$ cat src/rtl/spi_slave_core_if.sv
// spi_slave_core_if: SPI pins plus the word-level rx/tx handshake of
// spi_slave_core. The slave modport is the core side; master is the
// pad/sequencer side.
interface spi_slave_core_if #(
   parameter int WORD_W = 8
);
   localparam int CNT_W = $clog2(WORD_W);

   logic              cs;
   logic              sck;
   logic              mosi;
   logic              hold;
   logic              miso;
   logic              miso_oe;
   logic [WORD_W-1:0] rx_data;
   logic              rx_valid;
   logic [WORD_W-1:0] tx_data;
   logic              tx_load;
   logic              tx_ready;
   logic              tx_underrun;
   logic              busy;
   logic [CNT_W-1:0]  bit_cnt;

   modport slave (
      input  cs, sck, mosi, hold, tx_data, tx_load,
      output miso, miso_oe, rx_data, rx_valid, tx_ready, tx_underrun,
             busy, bit_cnt
   );

   modport master (
      output cs, sck, mosi, hold, tx_data, tx_load,
      input  miso, miso_oe, rx_data, rx_valid, tx_ready, tx_underrun,
             busy, bit_cnt
   );
endinterface

$ cat src/rtl/spi_slave_core.sv
// spi_slave_core: oversampled, full-duplex SPI slave front end.
// cs/sck/mosi are synchronised into clk, sck edges are classified as
// sample/shift edges from CPOL/CPHA, and completed words are reported on
// rx_data/rx_valid. The transmit side has a one-word buffer feeding the
// tx shift register; reloading from an empty buffer sends zeros and pulses
// tx_underrun.
// Build option: define SPI_HOLD_EN to enable the HOLD pause function;
// without it the hold input is ignored and shifting never pauses.
module spi_slave_core #(
   parameter int WORD_W    = 8,
   parameter int CPOL      = 0,
   parameter int CPHA      = 0,
   parameter int MSB_FIRST = 1
) (
   input logic               clk,
   input logic               rst,
   spi_slave_core_if.slave   bus
);
   localparam int CNT_W = $clog2(WORD_W);
   localparam logic [CNT_W-1:0] CNT_MAX = CNT_W'(WORD_W - 1);
   localparam logic IDLE_LVL = (CPOL != 0);
   localparam int TOP = (MSB_FIRST != 0) ? WORD_W - 1 : 0;

   typedef enum logic {IDLE, ACTIVE} state_t;

   state_t            state;
   logic [1:0]        cs_sync, sck_sync, mosi_sync;
   logic              cs_prev, sck_prev;
   logic [WORD_W-1:0] rx_sh, tx_sh, tx_buf, rx_data_q;
   logic [CNT_W-1:0]  cnt;
   logic              tx_full, word_done;
   logic              miso_q, miso_oe_q, rx_valid_q, underrun_q;
   logic              run;

   // First bit to present on miso for a given word
   function automatic logic first_bit(input logic [WORD_W-1:0] w);
      return w[TOP];
   endfunction

   // Word with the presented bit removed
   function automatic logic [WORD_W-1:0] adv(input logic [WORD_W-1:0] w);
      if (MSB_FIRST != 0) return {w[WORD_W-2:0], 1'b0};
      else                return {1'b0, w[WORD_W-1:1]};
   endfunction

   // Two-flop synchronisers; cs resets low so a cs already low at reset
   // release never looks like a falling edge
   always_ff @(posedge clk) begin
      if (rst) begin
         cs_sync   <= 2'b00;
         cs_prev   <= 1'b0;
         sck_sync  <= {2{IDLE_LVL}};
         sck_prev  <= IDLE_LVL;
         mosi_sync <= 2'b00;
      end else begin
         cs_sync   <= {cs_sync[0], bus.cs};
         cs_prev   <= cs_sync[1];
         sck_sync  <= {sck_sync[0], bus.sck};
         sck_prev  <= sck_sync[1];
         mosi_sync <= {mosi_sync[0], bus.mosi};
      end
   end

`ifdef SPI_HOLD_EN
   logic [1:0] hold_sync;

   // hold shares the sck synchroniser depth so it gates the same edges
   always_ff @(posedge clk) begin
      if (rst) hold_sync <= 2'b00;
      else     hold_sync <= {hold_sync[0], bus.hold};
   end
   assign run = ~hold_sync[1];
`else
   assign run = 1'b1;
`endif

   logic sck_rise, sck_fall, lead, trail, sample_edge, shift_edge;
   logic cs_fall, cs_high, load_evt, consume;
   logic [WORD_W-1:0] rx_next, ld_word;

   assign sck_rise    = sck_sync[1] & ~sck_prev;
   assign sck_fall    = ~sck_sync[1] & sck_prev;
   assign lead        = IDLE_LVL ? sck_fall : sck_rise;
   assign trail       = IDLE_LVL ? sck_rise : sck_fall;
   assign sample_edge = run & ((CPHA != 0) ? trail : lead);
   assign shift_edge  = run & ((CPHA != 0) ? lead : trail);
   assign cs_fall     = cs_prev & ~cs_sync[1];
   assign cs_high     = cs_sync[1];

   assign rx_next = (MSB_FIRST != 0) ? {rx_sh[WORD_W-2:0], mosi_sync[1]}
                                     : {mosi_sync[1], rx_sh[WORD_W-1:1]};

   // A load happens on entry and on the first shift edge after a word ends
   assign load_evt = ((state == IDLE) && cs_fall) ||
                     ((state == ACTIVE) && !cs_high && shift_edge && word_done);
   assign consume  = load_evt & tx_full;
   assign ld_word  = tx_full ? tx_buf : '0;

   // Transmit buffer; a consume in the same cycle frees room for tx_load
   always_ff @(posedge clk) begin
      if (rst) begin
         tx_full <= 1'b0;
         tx_buf  <= '0;
      end else if (bus.tx_load && (!tx_full || consume)) begin
         tx_full <= 1'b1;
         tx_buf  <= bus.tx_data;
      end else if (consume) begin
         tx_full <= 1'b0;
      end
   end

   // Main FSM: entry/exit on cs, rx sampling and tx shifting on sck edges
   always_ff @(posedge clk) begin
      if (rst) begin
         state      <= IDLE;
         cnt        <= '0;
         rx_sh      <= '0;
         rx_data_q  <= '0;
         rx_valid_q <= 1'b0;
         tx_sh      <= '0;
         miso_q     <= 1'b0;
         miso_oe_q  <= 1'b0;
         underrun_q <= 1'b0;
         word_done  <= 1'b0;
      end else begin
         rx_valid_q <= 1'b0;
         underrun_q <= 1'b0;
         case (state)
            IDLE: begin
               if (cs_fall) begin
                  state      <= ACTIVE;
                  cnt        <= '0;
                  word_done  <= 1'b0;
                  miso_oe_q  <= 1'b1;
                  underrun_q <= ~tx_full;
                  // CPHA=1 presents the first bit on the first leading edge
                  if (CPHA == 0) begin
                     tx_sh  <= adv(ld_word);
                     miso_q <= first_bit(ld_word);
                  end else begin
                     tx_sh  <= ld_word;
                     miso_q <= 1'b0;
                  end
               end
            end
            ACTIVE: begin
               if (cs_high) begin
                  state     <= IDLE;
                  cnt       <= '0;
                  word_done <= 1'b0;
                  miso_q    <= 1'b0;
                  miso_oe_q <= 1'b0;
               end else begin
                  if (sample_edge) begin
                     rx_sh <= rx_next;
                     if (cnt == CNT_MAX) begin
                        rx_data_q  <= rx_next;
                        rx_valid_q <= 1'b1;
                        cnt        <= '0;
                        word_done  <= 1'b1;
                     end else begin
                        cnt <= cnt + 1'b1;
                     end
                  end
                  if (shift_edge) begin
                     if (word_done) begin
                        tx_sh      <= adv(ld_word);
                        miso_q     <= first_bit(ld_word);
                        underrun_q <= ~tx_full;
                        word_done  <= 1'b0;
                     end else begin
                        tx_sh  <= adv(tx_sh);
                        miso_q <= first_bit(tx_sh);
                     end
                  end
               end
            end
            default: state <= IDLE;
         endcase
      end
   end

   assign bus.miso        = miso_q;
   assign bus.miso_oe     = miso_oe_q;
   assign bus.rx_data     = rx_data_q;
   assign bus.rx_valid    = rx_valid_q;
   assign bus.tx_ready    = ~tx_full;
   assign bus.tx_underrun = underrun_q;
   assign bus.busy        = (state == ACTIVE);
   assign bus.bit_cnt     = cnt;
endmodule

$ cat src/flat_wrapper.sv
// flat-port wrapper written by rule: the top's interface ports become plain ports
module spi_slave_core_flat 
#(
   parameter int WORD_W    = 8,
   parameter int CPOL      = 0,
   parameter int CPHA      = 0,
   parameter int MSB_FIRST = 1
)
  (clk, rst, bus_cs, bus_sck, bus_mosi, bus_hold, bus_tx_data, bus_tx_load, bus_miso, bus_miso_oe, bus_rx_data, bus_rx_valid, bus_tx_ready, bus_tx_underrun, bus_busy, bus_bit_cnt);
  spi_slave_core_if #(.WORD_W(WORD_W)) bus_i ();
  input logic clk;
  input logic rst;
  input wire logic [$bits(bus_i.cs)-1:0] bus_cs;
  input wire logic [$bits(bus_i.sck)-1:0] bus_sck;
  input wire logic [$bits(bus_i.mosi)-1:0] bus_mosi;
  input wire logic [$bits(bus_i.hold)-1:0] bus_hold;
  input wire logic [$bits(bus_i.tx_data)-1:0] bus_tx_data;
  input wire logic [$bits(bus_i.tx_load)-1:0] bus_tx_load;
  output wire logic [$bits(bus_i.miso)-1:0] bus_miso;
  output wire logic [$bits(bus_i.miso_oe)-1:0] bus_miso_oe;
  output wire logic [$bits(bus_i.rx_data)-1:0] bus_rx_data;
  output wire logic [$bits(bus_i.rx_valid)-1:0] bus_rx_valid;
  output wire logic [$bits(bus_i.tx_ready)-1:0] bus_tx_ready;
  output wire logic [$bits(bus_i.tx_underrun)-1:0] bus_tx_underrun;
  output wire logic [$bits(bus_i.busy)-1:0] bus_busy;
  output wire logic [$bits(bus_i.bit_cnt)-1:0] bus_bit_cnt;
  assign bus_i.cs = bus_cs;
  assign bus_i.sck = bus_sck;
  assign bus_i.mosi = bus_mosi;
  assign bus_i.hold = bus_hold;
  assign bus_i.tx_data = bus_tx_data;
  assign bus_i.tx_load = bus_tx_load;
  assign bus_miso = bus_i.miso;
  assign bus_miso_oe = bus_i.miso_oe;
  assign bus_rx_data = bus_i.rx_data;
  assign bus_rx_valid = bus_i.rx_valid;
  assign bus_tx_ready = bus_i.tx_ready;
  assign bus_tx_underrun = bus_i.tx_underrun;
  assign bus_busy = bus_i.busy;
  assign bus_bit_cnt = bus_i.bit_cnt;
  spi_slave_core #(.WORD_W(WORD_W), .CPOL(CPOL), .CPHA(CPHA), .MSB_FIRST(MSB_FIRST)) u_core (.clk(clk), .rst(rst), .bus(bus_i));
endmodule
$ cat config.mk
export PLATFORM = sky130hd
export DESIGN_NAME = spi_slave_core_flat
export DESIGN_NICKNAME = d
export VERILOG_FILES = /design/src/rtl/spi_slave_core_if.sv /design/src/rtl/spi_slave_core.sv /design/src/flat_wrapper.sv
export SDC_FILE = /design/constraint.sdc
export NUM_CORES = 1
export LEC_CHECK = 0
export ABC_AREA = 1
export CAP_MARGIN = 20
export CORE_MARGIN = 2
export CORE_UTILIZATION = 47
export DETAILED_ROUTE_END_ITERATION = 10
export GPL_TIMING_DRIVEN = 1
export PLACE_DENSITY = 0.73
export SLEW_MARGIN = 5
export SYNTH_ARGS = -nofsm -noshare
export SYNTH_HDL_FRONTEND = slang
export SYNTH_SLANG_ARGS = --single-unit
$ cat constraint.sdc
create_clock -name clk -period 1.3 [get_ports clk]
set_clock_uncertainty 0.15 [all_clocks]
set_input_delay 0.195 -clock clk [delete_from_list [all_inputs] [get_ports clk]]
set_output_delay 0.195 -clock clk [all_outputs]
set_load 0.02 [all_outputs]
==> results_dict.tcl, run 1 <==
set metrics [dict create \
    row_count 23 \
    synthesis.nets 262 \
    top_level_ports 32 \
    path_class "reg -> reg" \
    startpoint "u_core.bus.busy$_SDFF_PP0_" \
    drcViolationCount 0 \
    cp_cell_sequence "buf_4 > nand2_4 > o21ai_1 > inv_1 > o21ai_0 > nor2_1" \
    fin_crit_sh_pct 111.8 \
    antenna_found_initial 0 \
    pwr_density_cell_nw_per_um2 1013 \
    die_area_um2 4566 \
    cp_slowest_cell "dfxtp_4" \
    syn_inst 245 \
    num_antenna_cells 0 \
    grt_start_max_net_pins 19 \
    status "complete, but fails checks" \
    gp_congestion 0.7619 \
    cts_buffers 5 \
    tns_ns -1.359 \
    grt_overflow_total 0 \
    critPathLaunchType "flip-flop" \
    synthTopCellsByArea "dfxtp_1, nand2_1, a21oi_1" \
    period_needed_ns 1.454 \
    finalHoldViolCount 0 \
    synth_cell_types 24 \
    cp.required_ns 1.34 \
    fill_cells 298 \
    cts_tree "done" \
    netlist_top_cells_count "nand2_1, dfxtp_1, a21oi_1, nor2_1, inv_1" \
    tightest_slew_ns 0.2253 \
    syn_area_per_cell_um2 7.752 \
    max_clock_freq_ghz 0.6878 \
    failed_checks "negative setup slack" \
    finalWorstSetupSlack_ns -0.1540 \
    cp-end-kind "flip-flop" \
    synth_edf_count 0 \
    routedWlPerCell_um 12.98 \
    drt_pass1_iterations 4 \
    synth-async-reset-ratio_pct 0 \
    yosysSeqAreaShare_pct 50.59 \
    yosysMostFrequentCell "nand2_1" \
    ys_ff_latch 48 \
    finalMaxSlewViolations 0 \
    grt_first_pass_wirelength_um 6927 \
    arrival_ns 1.50 \
    p_leak_nw 1.186 \
    htree_num_levels 2 \
    start_util_pct 48.18 \
    via_per_inst 5.062 \
    drv_cap 0 \
    yosys.area.top_type "dfxtp_1" \
    r2r_start "u_core.bus.busy$_SDFF_PP0_" \
    first_iter_violations 56 \
    grt_pass1_vias 1574 \
    grt_usage_pct 20.50 \
    hp-class "reg -> reg" \
    drt-total-wl_um 4582 \
    crit_fanout 4 \
    ant_nets 0 \
    ys_warn_count 0 \
    hold_ws_ns 0.2498 \
    fp.coreArea_um2 3943 \
    cp_slowest_stage_delay_ns 0.38 \
    die_w_um 67.57 \
    layout-drive-gt1-share_pct 38.94 \
    min_from "u_core.cs_sync[0]$_SDFF_PP0_" \
    syn-cell-area_um2 1899 \
    synth_top_area_share_pct 50.59 \
    clock_path_buffers 2 \
    cts-root-buf "clkbuf_8" \
    place_hpwl_um 2646 \
    setup_viol 32 \
    clock-sinks 48 \
    critPathTopFamily "compound AO/OA/AOI/OAI gates" \
    area_delta_synth_final_pct 48.62 \
    portBuffers 30 \
    synth_ff_type "dfxtp_1" \
    die_h_um 67.57 \
    clock_latency_ns 0.30 \
    clk_pin_slew_ns 0.08 \
    vdd_drop_max_v 0.0008290 \
    power_w 0.002858 \
    vias 1787 \
    nNetsFinal 319 \
    path_buf_inv 2 \
    rsz0062_at_grt "true" \
    slew_headroom_pct 84.82 \
]
[cells in the final DEF, fill, tap and decap left out, types with 2 or more instances in the layout]
master           instances
clkdlybuf4s15_2          4
nor2_1                  21
a211oi_2                 2
o21ai_1                  9
clkdlybuf4s15_1          2
nand3_1                  6
nand2_4                 10
inv_1                   22
dfxtp_1                 40
nor2_4                   3
clkdlybuf4s50_1         13
buf_12                   3
nand3_4                  5
a21oi_2                 16
nand3_2                  4
buf_6                    6
o21ai_2                  5
dfxtp_2                  7
nand2_1                 45
inv_6                    2
o21ai_0                  7
clkbuf_2                 5
buf_2                    7
a21oi_1                 19
buf_4                   19
clkbuf_8                 5
nand2_2                  5
[worst min-delay path, stage by stage (launching register included)]
cell and delay [ns]:
dfxtp_1 0.30, inv_1 0.04, nor2_1 0.03
[where the power goes]
group	internal [W]	leakage [nW]	switching, W
registers	0.00152	0.395	0.0000315
logic	0.000154	0.738	0.000174
clock network	0.000494	0.0534	0.000489
[final timing paths]
check / end / slack [ns] / cells past startpoint
max: u_core.bus.miso$_SDFFE_PP0P_ / -0.15 / 6
min: u_core.cs_sync[1]$_SDFF_PP0_ / 0.25 / 2
max reg2reg: u_core.bus.miso$_SDFFE_PP0P_ / -0.15 / 6
min reg2reg: u_core.cs_sync[1]$_SDFF_PP0_ / 0.25 / 2
[layout make-up]
cell class / count / area (um^2) / area share, %
Tap cell: 50 / 62.56 / 2.216
Clock inverter: 1 / 5.005 / 0.1773
Inverter: 26 / 115.1 / 4.078
Clock buffer: 7 / 97.59 / 3.457
Multi-Input combinational cell: 162 / 1044 / 36.97
Sequential cell: 48 / 973.4 / 34.49
Timing Repair Buffer: 59 / 525.5 / 18.62
[through the flow]
step / cell area (um^2) / util [%] / worst slack, ns / instances
5_1_grt: 2823 / 71.60 / -0.1782 / 353
3_3_place_gp: 2411 / 61.16 / -0.07672 / 337
6_report: 2823 / 71.60 / -0.1540 / 353
3_5_place_dp: 2411 / 61.16 / -0.1001 / 337
4_1_cts: 2686 / 68.14 / -0.07822 / 350
2_1_floorplan: 1918 / - / -0.03027 / 245
[what timing repair did]
item	4_1_cts	5_1_grt
hold buffers	0	0
resized for setup	74	68
setup buffers	2	2
pin swaps	5	17
gates cloned	3	1
setup endpoints to repair	46	47
[sequential cells by signal (all words and copies together) (netlist names)]
| name | count |
|---|---|
| u_core.bus.bit_cnt | 3 |
| u_core.bus.busy | 1 |
| u_core.bus.miso | 1 |
| u_core.bus.miso_oe | 1 |
| u_core.bus.rx_data | 8 |
| u_core.bus.rx_valid | 1 |
| u_core.bus.tx_underrun | 1 |
| u_core.cs_prev | 1 |
| u_core.cs_sync | 2 |
| u_core.mosi_sync | 2 |
| u_core.rx_sh | 7 |
| u_core.sck_prev | 1 |
| u_core.sck_sync | 2 |
| u_core.tx_buf | 8 |
| u_core.tx_full | 1 |
| u_core.tx_sh | 7 |
| u_core.word_done | 1 |
[cells by family after synthesis]
kind of cell	after synthesis	share of synthesized area, %
flops	48	50.59
buf+inv	37	8.893
fa+ha+maj	2	1.317
simple gates	100	23.19
compound gates	58	16.01
[metal layers]
metal,track usage (%),vias to the layer above,routed length [um]
met3,5.667,8,176
met1,24.77,847,2060
li1,-,903,-
met2,34.80,29,2267
met4,7.143,0,78
met5,0,-,0
Note: power is estimated with default switching activity, not from simulation.
==> run 2, diff against run 1 <==
--- a/config.mk
+++ b/config.mk
@@ -8,10 +8,10 @@
 export ABC_AREA = 1
 export CAP_MARGIN = 20
 export CORE_MARGIN = 2
-export CORE_UTILIZATION = 47
+export CORE_UTILIZATION = 56
 export DETAILED_ROUTE_END_ITERATION = 10
 export GPL_TIMING_DRIVEN = 1
-export PLACE_DENSITY = 0.73
+export PLACE_DENSITY = 0.82
 export SLEW_MARGIN = 5
 export SYNTH_ARGS = -nofsm -noshare
 export SYNTH_HDL_FRONTEND = slang
==> constraint.sdc (replaced) <==
create_clock -name clk -period 1.7 [get_ports clk]
set_clock_uncertainty 0.15 [all_clocks]
set_input_delay 0.255 -clock clk [delete_from_list [all_inputs] [get_ports clk]]
set_output_delay 0.255 -clock clk [all_outputs]
set_load 0.02 [all_outputs]
==> run 2 against run 1 <==
Net effect: the run now ends clean; total power shrank 35%; sequential power fell by 24%; critical path depth shrank 5; sequential share of layout area up 8.0 points; via count decreased by 10%; clock-buffer cell count shrank 2; critical endpoint is now bus_busy.
==> results_dict.tcl, run 2 (synthesis results as in run 1) <==
set metrics [dict create \
    tns_ns 0 \
    fill_cells 307 \
    ant_nets 0 \
    num_antenna_cells 0 \
    setup_viol 0 \
    finalHoldViolCount 0 \
    top_layer "met4" \
    htree_num_levels 2 \
    rsz0062_at_grt "false" \
    cts-root-buf "clkbuf_4" \
    reg2regPathDepth 8 \
    min_path_cells 3 \
    grt_usage_pct 18.91 \
    min_from "bus_sck" \
    grt_pass1_vias 1421 \
    vias 1602 \
    tightest_slew_ns 0.4066 \
    finalMaxSlewViolations 0 \
    drcViolationCount 0 \
    r2r_start "u_core.bus.busy$_SDFF_PP0_" \
    finalWorstSetupSlack_ns 0.1160 \
    met2_length_um 1590 \
    cp-end-kind "primary output" \
    grt_overflow_total 0 \
    min_to "u_core.sck_sync[0]$_SDFF_PP0_" \
    vdd_drop_max_v 0.0005149 \
    antenna_found_initial 0 \
    die_h_um 62.24 \
    row_count 21 \
    wl_met1_um 1590 \
    drv_cap 0 \
    clock_latency_ns 0.36 \
    cp_slowest_cell "dfxtp_1" \
    gp_congestion 0.8065 \
    top_level_ports 32 \
    routedWlPerCell_um 10.49 \
    p_leak_nw 1.046 \
    slew_headroom_pct 72.61 \
    clk_pin_slew_ns 0.13 \
    dp_slack_ns 0.2138 \
    first_iter_violations 96 \
    max_clock_freq_ghz 0.6313 \
    fin_crit_sh_pct 93.18 \
    place_hpwl_um 2387 \
    arrival_ns 1.18 \
    fp.coreArea_um2 3284 \
    critPathTopFamily "flip-flops" \
    drt-total-wl_um 3388 \
    nNetsFinal 294 \
    status "finished, final reports clean" \
    final_cell_mix "nand2_1, dfxtp_1, a21oi_1, nor2_1, inv_1" \
    cp_slowest_stage_delay_ns 0.46 \
    period_needed_ns 1.584 \
    grt_start_max_net_pins 20 \
    layout-drive-gt1-share_pct 9.025 \
    hp-class "in -> reg" \
    path_buf_inv 1 \
    cts_tree "done" \
    cp_cell_sequence "dlygate4sd2_1" \
    hold_ws_ns 0.2366 \
    path_class "reg -> out" \
    portBuffers 30 \
    clock_path_buffers 2 \
    wl_met3_um 154 \
    clock-sinks 48 \
    r2r_end "u_core.bus.rx_data[1]$_SDFFE_PP0P_" \
    hold_buffers 0 \
    cts_buffers 5 \
    cp.required_ns 1.29 \
    via_per_inst 4.960 \
    pwr_density_cell_nw_per_um2 817.3 \
    start_util_pct 57.83 \
    r2r_slack_ns 0.20 \
    final_common_cell "nand2_1" \
    critPathLaunchType "flip-flop" \
    grt_first_pass_wirelength_um 5871 \
    crit_fanout 5 \
    die_area_um2 3873 \
    drt_pass1_iterations 4 \
    die_w_um 62.24 \
    area_delta_synth_final_pct 19.17 \
]
## run 2: power by group
group          internal (W)  switching [W]  total, W
combinational     0.0000783      0.0000986  0.000177
sequential          0.00116      0.0000195   0.00118
clock              0.000151       0.000342  0.000493
## run 2: metal layers
layer / up-vias / GRT usage, %
met4: 0 / 8.333
met2: 27 / 31.52
met5: - / 0
met1: 726 / 22.18
li1: 843 / -
met3: 6 / 6.341
## run 2: area by class of cell
class	instances	area, um^2	area share [%]
inverters	26	101.3	4.478
multi-input cells	160	769.5	34.00
clock inverters	2	12.51	0.5528
repair buffers	36	324.1	14.32
clock buffers	5	37.54	1.658
flip-flops and latches	48	960.9	42.45
well taps	46	57.56	2.543
## run 2: what timing repair did
action                     CTS  global route
setup endpoints to repair   17             0
gates resized for setup     17             0
setup buffers                0             0
## run 2: worst max path at each step
stage / from / to / slack [ns] / cells after the start
after CTS: u_core.bus.busy$_SDFF_PP0_ / bus_busy / 0.09 / 1
after floorplan: u_core.bus.busy$_SDFF_PP0_ / u_core.bus.rx_data[7]$_SDFFE_PP0P_ / 0.20 / 8
after global placement: u_core.bus.bit_cnt[0]$_SDFFE_PP0P_ / u_core.bus.rx_data[7]$_SDFFE_PP0P_ / 0.24 / 6
after detailed placement: u_core.bus.busy$_SDFF_PP0_ / u_core.bus.rx_data[3]$_SDFFE_PP0P_ / 0.21 / 8
after global routing: u_core.bus.busy$_SDFF_PP0_ / u_core.bus.rx_data[1]$_SDFFE_PP0P_ / 0.04 / 8
final: u_core.bus.busy$_SDFF_PP0_ / bus_busy / 0.12 / 1
## run 2: stage by stage
step	instance area [um^2]	util, %	std cells	total power [W]
global route	2263	68.91	323	0.001959
detailed placement	2235	68.04	316	0.001387
finish	2263	68.91	323	0.001850
floorplan	1899	-	245	0.001319
CTS	2263	68.91	323	0.001869
global placement	2235	68.04	316	0.001382
## run 2: worst reg2reg max path, cell delays in order, from the launching register on
cell and delay [ns]:
dfxtp_1 0.46, inv_2 0.10, nor2_4 0.15, nand2_4 0.11, inv_4 0.08, nand2_4 0.09
clkinv_2 0.12, nand2_1 0.07, a21oi_1 0.11
